<file path="config.mk">
export PLATFORM = sky130hd
export DESIGN_NAME = alu_decoder_flat
export DESIGN_NICKNAME = d
export VERILOG_FILES = /design/src/rtl/alu_decoder_pkg.sv /design/src/rtl/alu_decoder_if.sv /design/src/rtl/alu_decoder_comb.sv /design/src/rtl/alu_decoder.sv /design/src/flat_wrapper.sv
export SDC_FILE = /design/constraint.sdc
export NUM_CORES = 1
export LEC_CHECK = 0
export BUFFER_PORTS_ARGS = -buffer_cell sky130_fd_sc_hd__buf_2
export CORE_MARGIN = 4
export CORE_UTILIZATION = 41
export DETAILED_ROUTE_END_ITERATION = 10
export PLACE_DENSITY = 0.76
export SETUP_SLACK_MARGIN = 0.4
export SLEW_MARGIN = 20
export SYNTH_ARGS = -nofsm -noshare
export SYNTH_HDL_FRONTEND = slang
export SYNTH_SLANG_ARGS = --single-unit
</file>
<file path="constraint.sdc">
create_clock -name clk_i -period 2.7 [get_ports clk_i]
set_input_delay 0.675 -clock clk_i [delete_from_list [all_inputs] [get_ports clk_i]]
set_output_delay 0.675 -clock clk_i [all_outputs]
set_load 0.02 [all_outputs]
</file>
<file path="src/rtl/alu_decoder_pkg.sv">
// Shared RV32I decode types: ALU operator enum, opcode constants and the
// decoded-instruction struct that travels from decoder to the output stage.
package rv32_pkg;

   typedef enum logic [3:0] {
      ALU_ADD  = 4'd0,
      ALU_SUB  = 4'd1,
      ALU_SLL  = 4'd2,
      ALU_SLT  = 4'd3,
      ALU_SLTU = 4'd4,
      ALU_XOR  = 4'd5,
      ALU_SRL  = 4'd6,
      ALU_SRA  = 4'd7,
      ALU_OR   = 4'd8,
      ALU_AND  = 4'd9,
      ALU_PASS = 4'd10
   } alu_op_e;

   localparam logic [6:0] OPC_OP     = 7'b0110011;
   localparam logic [6:0] OPC_OP_IMM = 7'b0010011;
   localparam logic [6:0] OPC_LUI    = 7'b0110111;
   localparam logic [6:0] OPC_AUIPC  = 7'b0010111;

   typedef struct packed {
      logic [31:0] a;
      logic [31:0] b;
      alu_op_e     op;
      logic [4:0]  rd;
      logic        we;
      logic        illegal;
   } alu_dec_t;

   localparam alu_dec_t DEC_RESET = '{a: 32'd0, b: 32'd0, op: ALU_ADD,
                                      rd: 5'd0, we: 1'b0, illegal: 1'b0};

endpackage

</file>
<file path="src/rtl/alu_decoder_if.sv">
// Issue-side bus of alu_decoder: instruction input handshake, register-file
// read port and the decoded ALU output handshake.
interface alu_decoder_if;
   import rv32_pkg::*;

   logic [31:0] instr_i;
   logic [31:0] pc_i;
   logic        instr_valid_i;
   logic        instr_ready_o;
   logic [4:0]  rs1_addr_o;
   logic [4:0]  rs2_addr_o;
   logic [31:0] rs1_rdata_i;
   logic [31:0] rs2_rdata_i;
   logic [31:0] operand_a_o;
   logic [31:0] operand_b_o;
   alu_op_e     alu_op_o;
   logic [4:0]  rd_addr_o;
   logic        rd_we_o;
   logic        illegal_o;
   logic        out_valid_o;
   logic        out_ready_i;

   modport slave (
      input  instr_i, pc_i, instr_valid_i, rs1_rdata_i, rs2_rdata_i, out_ready_i,
      output instr_ready_o, rs1_addr_o, rs2_addr_o, operand_a_o, operand_b_o,
             alu_op_o, rd_addr_o, rd_we_o, illegal_o, out_valid_o
   );

   modport master (
      output instr_i, pc_i, instr_valid_i, rs1_rdata_i, rs2_rdata_i, out_ready_i,
      input  instr_ready_o, rs1_addr_o, rs2_addr_o, operand_a_o, operand_b_o,
             alu_op_o, rd_addr_o, rd_we_o, illegal_o, out_valid_o
   );

endinterface

</file>
<file path="src/rtl/alu_decoder_comb.sv">
// Pure combinational RV32I decode of OP / OP-IMM / LUI / AUIPC into an
// ALU operator and operands; everything else comes out flagged illegal.
module alu_dec_comb
   import rv32_pkg::*;
(
   input  logic [31:0] instr,
   input  logic [31:0] pc,
   input  logic [31:0] rs1_data,
   input  logic [31:0] rs2_data,
   output alu_dec_t    dec
);

   logic [2:0]  f3;
   logic [6:0]  f7;
   logic [31:0] imm_i;
   logic [31:0] imm_u;

   assign f3    = instr[14:12];
   assign f7    = instr[31:25];
   assign imm_i = {{20{instr[31]}}, instr[31:20]};
   assign imm_u = {instr[31:12], 12'd0};

   always_comb begin
      dec = '{a: rs1_data, b: rs2_data, op: ALU_ADD, rd: instr[11:7],
              we: 1'b0, illegal: 1'b1};
      // Opcode constants include bits [1:0]=11, so compressed encodings miss every arm.
      case (instr[6:0])
         OPC_OP: begin
            dec.illegal = !((f7 == 7'b0000000) ||
                            (f7 == 7'b0100000 && (f3 == 3'b000 || f3 == 3'b101)));
            case (f3)
               3'b000:  dec.op = f7[5] ? ALU_SUB : ALU_ADD;
               3'b001:  dec.op = ALU_SLL;
               3'b010:  dec.op = ALU_SLT;
               3'b011:  dec.op = ALU_SLTU;
               3'b100:  dec.op = ALU_XOR;
               3'b101:  dec.op = f7[5] ? ALU_SRA : ALU_SRL;
               3'b110:  dec.op = ALU_OR;
               default: dec.op = ALU_AND;
            endcase
         end
         OPC_OP_IMM: begin
            dec.b       = imm_i;
            dec.illegal = 1'b0;
            case (f3)
               3'b000:  dec.op = ALU_ADD;
               3'b001: begin
                  dec.op      = ALU_SLL;
                  dec.illegal = (f7 != 7'b0000000);
               end
               3'b010:  dec.op = ALU_SLT;
               3'b011:  dec.op = ALU_SLTU;
               3'b100:  dec.op = ALU_XOR;
               3'b101: begin
                  dec.op      = f7[5] ? ALU_SRA : ALU_SRL;
                  dec.illegal = !(f7 == 7'b0000000 || f7 == 7'b0100000);
               end
               3'b110:  dec.op = ALU_OR;
               default: dec.op = ALU_AND;
            endcase
         end
         OPC_LUI: begin
            dec.a       = 32'd0;
            dec.b       = imm_u;
            dec.op      = ALU_PASS;
            dec.illegal = 1'b0;
         end
         OPC_AUIPC: begin
            dec.a       = pc;
            dec.b       = imm_u;
            dec.op      = ALU_ADD;
            dec.illegal = 1'b0;
         end
         default: dec.illegal = 1'b1;
      endcase

      if (dec.illegal) begin
         dec.a  = 32'd0;
         dec.b  = 32'd0;
         dec.op = ALU_ADD;
      end
      dec.we = !dec.illegal && (dec.rd != 5'd0);
   end

endmodule

</file>
<file path="src/rtl/alu_decoder.sv">
// Decode-and-issue stage: valid/ready input, registered decoded output.
// Define ALU_DECODER_SKID_EN for a one-entry skid that registers instr_ready_o.
module alu_decoder
   import rv32_pkg::*;
(
   input  logic          clk_i,
   input  logic          rst_i,
   input  logic          flush_i,
   alu_decoder_if.slave  bus
);

   alu_dec_t dec;
   alu_dec_t out_q;
   logic     out_valid;
   logic     in_hs;
   logic     out_hs;

   alu_dec_comb u_dec (
      .instr    (bus.instr_i),
      .pc       (bus.pc_i),
      .rs1_data (bus.rs1_rdata_i),
      .rs2_data (bus.rs2_rdata_i),
      .dec      (dec)
   );

   assign bus.rs1_addr_o  = bus.instr_i[19:15];
   assign bus.rs2_addr_o  = bus.instr_i[24:20];
   assign bus.operand_a_o = out_q.a;
   assign bus.operand_b_o = out_q.b;
   assign bus.alu_op_o    = out_q.op;
   assign bus.rd_addr_o   = out_q.rd;
   assign bus.rd_we_o     = out_q.we;
   assign bus.illegal_o   = out_q.illegal;
   assign bus.out_valid_o = out_valid;

   assign in_hs  = bus.instr_valid_i && bus.instr_ready_o;
   assign out_hs = out_valid && bus.out_ready_i;

`ifdef ALU_DECODER_SKID_EN
   alu_dec_t skid_q;
   logic     skid_valid;

   assign bus.instr_ready_o = !skid_valid;

   always_ff @(posedge clk_i or posedge rst_i) begin
      if (rst_i) begin
         out_q      <= DEC_RESET;
         out_valid  <= 1'b0;
         skid_q     <= DEC_RESET;
         skid_valid <= 1'b0;
      end else if (flush_i) begin
         out_valid  <= 1'b0;
         skid_valid <= 1'b0;
      end else if (!out_valid || out_hs) begin
         // Output slot frees up: the skid entry is older, so it goes first.
         if (skid_valid) begin
            out_q      <= skid_q;
            out_valid  <= 1'b1;
            skid_valid <= 1'b0;
         end else if (in_hs) begin
            out_q     <= dec;
            out_valid <= 1'b1;
         end else begin
            out_valid <= 1'b0;
         end
      end else if (in_hs) begin
         skid_q     <= dec;
         skid_valid <= 1'b1;
      end
   end
`else
   assign bus.instr_ready_o = !out_valid || bus.out_ready_i;

   always_ff @(posedge clk_i or posedge rst_i) begin
      if (rst_i) begin
         out_q     <= DEC_RESET;
         out_valid <= 1'b0;
      end else if (flush_i) begin
         out_valid <= 1'b0;
      end else if (in_hs) begin
         out_q     <= dec;
         out_valid <= 1'b1;
      end else if (out_hs) begin
         out_valid <= 1'b0;
      end
   end
`endif

endmodule

</file>
<file path="src/flat_wrapper.sv">
// flat-port wrapper written by rule: the top's interface ports become plain ports
module alu_decoder_flat import rv32_pkg::*;
  (clk_i, rst_i, flush_i, bus_instr_i, bus_pc_i, bus_instr_valid_i, bus_rs1_rdata_i, bus_rs2_rdata_i, bus_out_ready_i, bus_instr_ready_o, bus_rs1_addr_o, bus_rs2_addr_o, bus_operand_a_o, bus_operand_b_o, bus_alu_op_o, bus_rd_addr_o, bus_rd_we_o, bus_illegal_o, bus_out_valid_o);
  alu_decoder_if bus_i ();
  input  logic clk_i;
  input  logic rst_i;
  input  logic flush_i;
  input wire logic [$bits(bus_i.instr_i)-1:0] bus_instr_i;
  input wire logic [$bits(bus_i.pc_i)-1:0] bus_pc_i;
  input wire logic [$bits(bus_i.instr_valid_i)-1:0] bus_instr_valid_i;
  input wire logic [$bits(bus_i.rs1_rdata_i)-1:0] bus_rs1_rdata_i;
  input wire logic [$bits(bus_i.rs2_rdata_i)-1:0] bus_rs2_rdata_i;
  input wire logic [$bits(bus_i.out_ready_i)-1:0] bus_out_ready_i;
  output wire logic [$bits(bus_i.instr_ready_o)-1:0] bus_instr_ready_o;
  output wire logic [$bits(bus_i.rs1_addr_o)-1:0] bus_rs1_addr_o;
  output wire logic [$bits(bus_i.rs2_addr_o)-1:0] bus_rs2_addr_o;
  output wire logic [$bits(bus_i.operand_a_o)-1:0] bus_operand_a_o;
  output wire logic [$bits(bus_i.operand_b_o)-1:0] bus_operand_b_o;
  output wire logic [$bits(bus_i.alu_op_o)-1:0] bus_alu_op_o;
  output wire logic [$bits(bus_i.rd_addr_o)-1:0] bus_rd_addr_o;
  output wire logic [$bits(bus_i.rd_we_o)-1:0] bus_rd_we_o;
  output wire logic [$bits(bus_i.illegal_o)-1:0] bus_illegal_o;
  output wire logic [$bits(bus_i.out_valid_o)-1:0] bus_out_valid_o;
  assign bus_i.instr_i = bus_instr_i;
  assign bus_i.pc_i = bus_pc_i;
  assign bus_i.instr_valid_i = bus_instr_valid_i;
  assign bus_i.rs1_rdata_i = bus_rs1_rdata_i;
  assign bus_i.rs2_rdata_i = bus_rs2_rdata_i;
  assign bus_i.out_ready_i = bus_out_ready_i;
  assign bus_instr_ready_o = bus_i.instr_ready_o;
  assign bus_rs1_addr_o = bus_i.rs1_addr_o;
  assign bus_rs2_addr_o = bus_i.rs2_addr_o;
  assign bus_operand_a_o = bus_i.operand_a_o;
  assign bus_operand_b_o = bus_i.operand_b_o;
  assign bus_alu_op_o = bus_i.alu_op_o;
  assign bus_rd_addr_o = bus_i.rd_addr_o;
  assign bus_rd_we_o = bus_i.rd_we_o;
  assign bus_illegal_o = bus_i.illegal_o;
  assign bus_out_valid_o = bus_i.out_valid_o;
  alu_decoder u_core (.clk_i(clk_i), .rst_i(rst_i), .flush_i(flush_i), .bus(bus_i));
endmodule
</file>
==> summary.txt <==
Timing
  • Fmax: 470 MHz
  • Worst Max-Slew Pin Slew: 0.859 ns
  • Max-slew headroom: a little over two fifths
  • Unrepaired setup endpoints after global routing: no
  • Final min period: 2.13 ns
  • Max-slew violation count: 0
  • Clock Skew: ~0.0087 ns
  • Fin crit share: 78.9%
  • Final setup violation count: 0
  • Sum Neg Setup Slack: 0 ns
  • Final Hold Fails: 0
  • Worst setup margin: roughly 0.57 ns

Finish
  • Most common cell after layout, fill and taps aside: buf_2
  • Commonest non-fill, non-tap cells in the layout: 219 x buf_2, 92 x nand2_1, 76 x dfrtp_1
  • Multi-input logic area: between 2000 and 2500 sq um
  • Fill cells: around 950
  • Storage element area: 1900 sq um
  • N_diodes: 0
  • Share of cells above drive strength 1: about two fifths
  • Layout Nets: 783
  • Area delta synth->final: 32.4%

Placement
  • HPWL Detailed: ~10000 um
  • Routability cong.: 0.773
  • Pre-CTS setup slack: 0.209 ns
  • Port Buffers: 219

Yosys
  • Synth area leaders: dfrtp_1 45%, nand2_1 8.1%, mux2i_1 8.0%, nor2b_1 6.5%, o31ai_1 5.8%
  • Ys flop type: dfrtp_1
  • Cell Area, Synth: 4240 sq um
  • Post-synth top area cell: dfrtp_1
  • Avg Inst Size Synth: around 9 sq um
  • Number of synthesized flops with an enable pin: 0
  • FFs w/ async S/R, synth: 100%
  • Xor and xnor area share after synthesis: less than 1%
  • Synth Area in Simple Gates: 18.0%
  • Post-Synthesis Cells: 458
  • Largest family of logic cells by synthesized area: compound AO/OA/AOI/OAI gates
  • FF+latch count, synth: 76
  • Sequential fraction of the synthesis area: approximately 45%
  • Mux share of post-synthesis cell area: 8.30%
  • Synth Warn #: 0
  • Synthesized-area fraction occupied by adder cells: 0%
  • Post-synthesis cell type count: 35
  • Compound-cell area share of the yosys netlist: 21.6%
  • Post-Syn Nets: 591
  • Area share of the largest cell type after synthesis: 44.9%

Clock tree
  • CTS tree: done
  • # hold bufs at CTS: 0
  • Root buffer cell: clkbuf_8
  • Post-CTS setup buffers: 0
  • H-tree depth: 3
  • Total clock buffers created by CTS: 9
  • Post-CTS Resized: 0
  • Clk buf depth: 2
  • CTS Sinks: between 70 and 80
  • Reg clk slew, reported paths: 0.07 ns
  • Clock latency on the worst-skew pair: 0.34 ns

Pwr
  • Pwr Density: 476 nW/um^2
  • Leak: 2.82 nW
  • Worst ir drop on vdd: 0.245 mV

Floorplan
  • I/O Pins: 220
  • Initial cell density of the core: 42.8%
  • Die width: around 110 um
  • Site Rows: 36
  • Die area: roughly 12000 sq um
  • Die height: 110 um
  • Core Footprint: 9910 sq um

Critical path
  • Worst Setup End Kind: flip-flop
  • Critical Path AT: 2.38 ns
  • WS Path Type: in2reg
  • Crit path max fanout: 31
  • Startpoint types: input pin
  • Critical Path RT: 2.95 ns

Detailed routing
  • # DRC: 0
  • Vias: 4175
  • 1st-pass router iterations: 4
  • ANT nets after route: 0
  • Total Wirelength: 13000 um
  • Routed WL per cell: 16.5 um
  • Initial drt markers: 188
  • Vias/cell: 5.30

Global route
  • Antenna violations before repair: 0
  • Vias in the first global route: 3938
  • First-pass GRT wire length: 19700 um
  • GRT overflow: 0
  • Pin count of the biggest net entering global routing: 57
  • GRT Util Overall: 21.0%

Run status
  • Outcome: complete, no violations

Hold path
  • Min-Delay Path Class: reg2reg

Run
  • Max cap viols: 0
-- path summary, 6_finish.rpt --
kind	end	slack, ns	cells past startpoint	from
setup / recovery	u_core.bus.operand_b_o[22]$_DFFE_PP0P_	0.57	7	bus_instr_i[25]
hold / removal	u_core.bus.operand_a_o[25]$_DFFE_PP0P_	0.47	2	u_core.bus.operand_a_o[25]$_DFFE_PP0P_
setup reg to reg	u_core.bus.operand_b_o[22]$_DFFE_PP0P_	0.84	6	u_core.bus.out_valid_o$_DFFE_PP0P_
hold reg to reg	u_core.bus.operand_a_o[25]$_DFFE_PP0P_	0.47	2	u_core.bus.operand_a_o[25]$_DFFE_PP0P_
max in group asynchronous	u_core.bus.operand_a_o[13]$_DFFE_PP0P_	1.54	3	rst_i
min in group asynchronous	u_core.bus.operand_a_o[0]$_DFFE_PP0P_	0.48	2	rst_i
-- per-stage QoR --
| step | hold slack (ns) | util [%] | total power [mW] | std cells | instance area, sq um |
|---|---|---|---|---|---|
| global route | 0.492 | 56.6 | 2.79 | 788 | 5610 |
| global placement | 0.456 | 54.1 | 1.61 | 772 | 5360 |
| finish | 0.472 | 56.6 | 2.67 | 788 | 5610 |
| CTS | 0.479 | 56.6 | 2.70 | 788 | 5610 |
| floorplan | 0.587 | - | 1.44 | 458 | 4240 |
| detailed placement | 0.462 | 54.1 | 1.62 | 772 | 5360 |
-- kinds of logic (layout without fill, tap and decap cells) --
logic type	count (synthesis)	in the layout
and+or+nand+nor	157	157
muxes	35	35
buffers and inverters	56	253
DFF	76	76
AOI/OAI and AO/OA	133	133
xor gates and xnor gates	1	1
-- area by class of cell --
class	instances	share of cell area, %
multi-input cells	326	36.4
well taps	133	2.97
clock buffers	12	2.77
repair buffers	235	22.1
inverters	2	0.201
flip-flops and latches	76	33.9
clock inverters	4	1.69
-- Yosys cell counts, types with 5 or more instances --
cell / n
clkbuf_1: 31
mux2i_1: 34
o21ai_0: 8
a21oi_1: 37
buf_2: 7
buf_4: 11
o31ai_1: 33
a22oi_1: 16
buf_6: 5
a221oi_1: 14
nor2b_1: 44
o21a_1: 12
a32oi_1: 5
nand2_1: 92
nor2_1: 5
dfrtp_1: 76
-- flip-flops by register name (all words and copies together) (netlist names) --
name	flops
u_core.bus.operand_b_o	32
u_core.bus.operand_a_o	32
u_core.bus.rd_we_o	1
u_core.bus.rd_addr_o	5
u_core.bus.alu_op_o	4
u_core.bus.illegal_o	1
u_core.bus.out_valid_o	1
-- layer usage --
metal  global-route usage [%]  vias to the layer above  wire (um)
li1                         -                     1999          -
met1                     25.8                     1979       5170
met2                     35.3                      177       6440
met3                     5.40                       20       1190
met4                     8.64                        0        241
met5                        0                        -          0
-- where the power goes --
part | switching (mW) | internal, mW
sequential | 0.0147 | 1.16
combinational | 0.246 | 0.172
clock | 0.410 | 0.664
total | 0.671 | 2.00
-- worst max-delay path: stages --
cell and delay (ns):
buf_2 0.13, nor4_4 0.30, nand3_1 0.13, and3b_1 0.19, or4_1 0.49, buf_4 0.25, a22oi_1 0.21
Note: power is estimated with default switching activity, not from simulation.
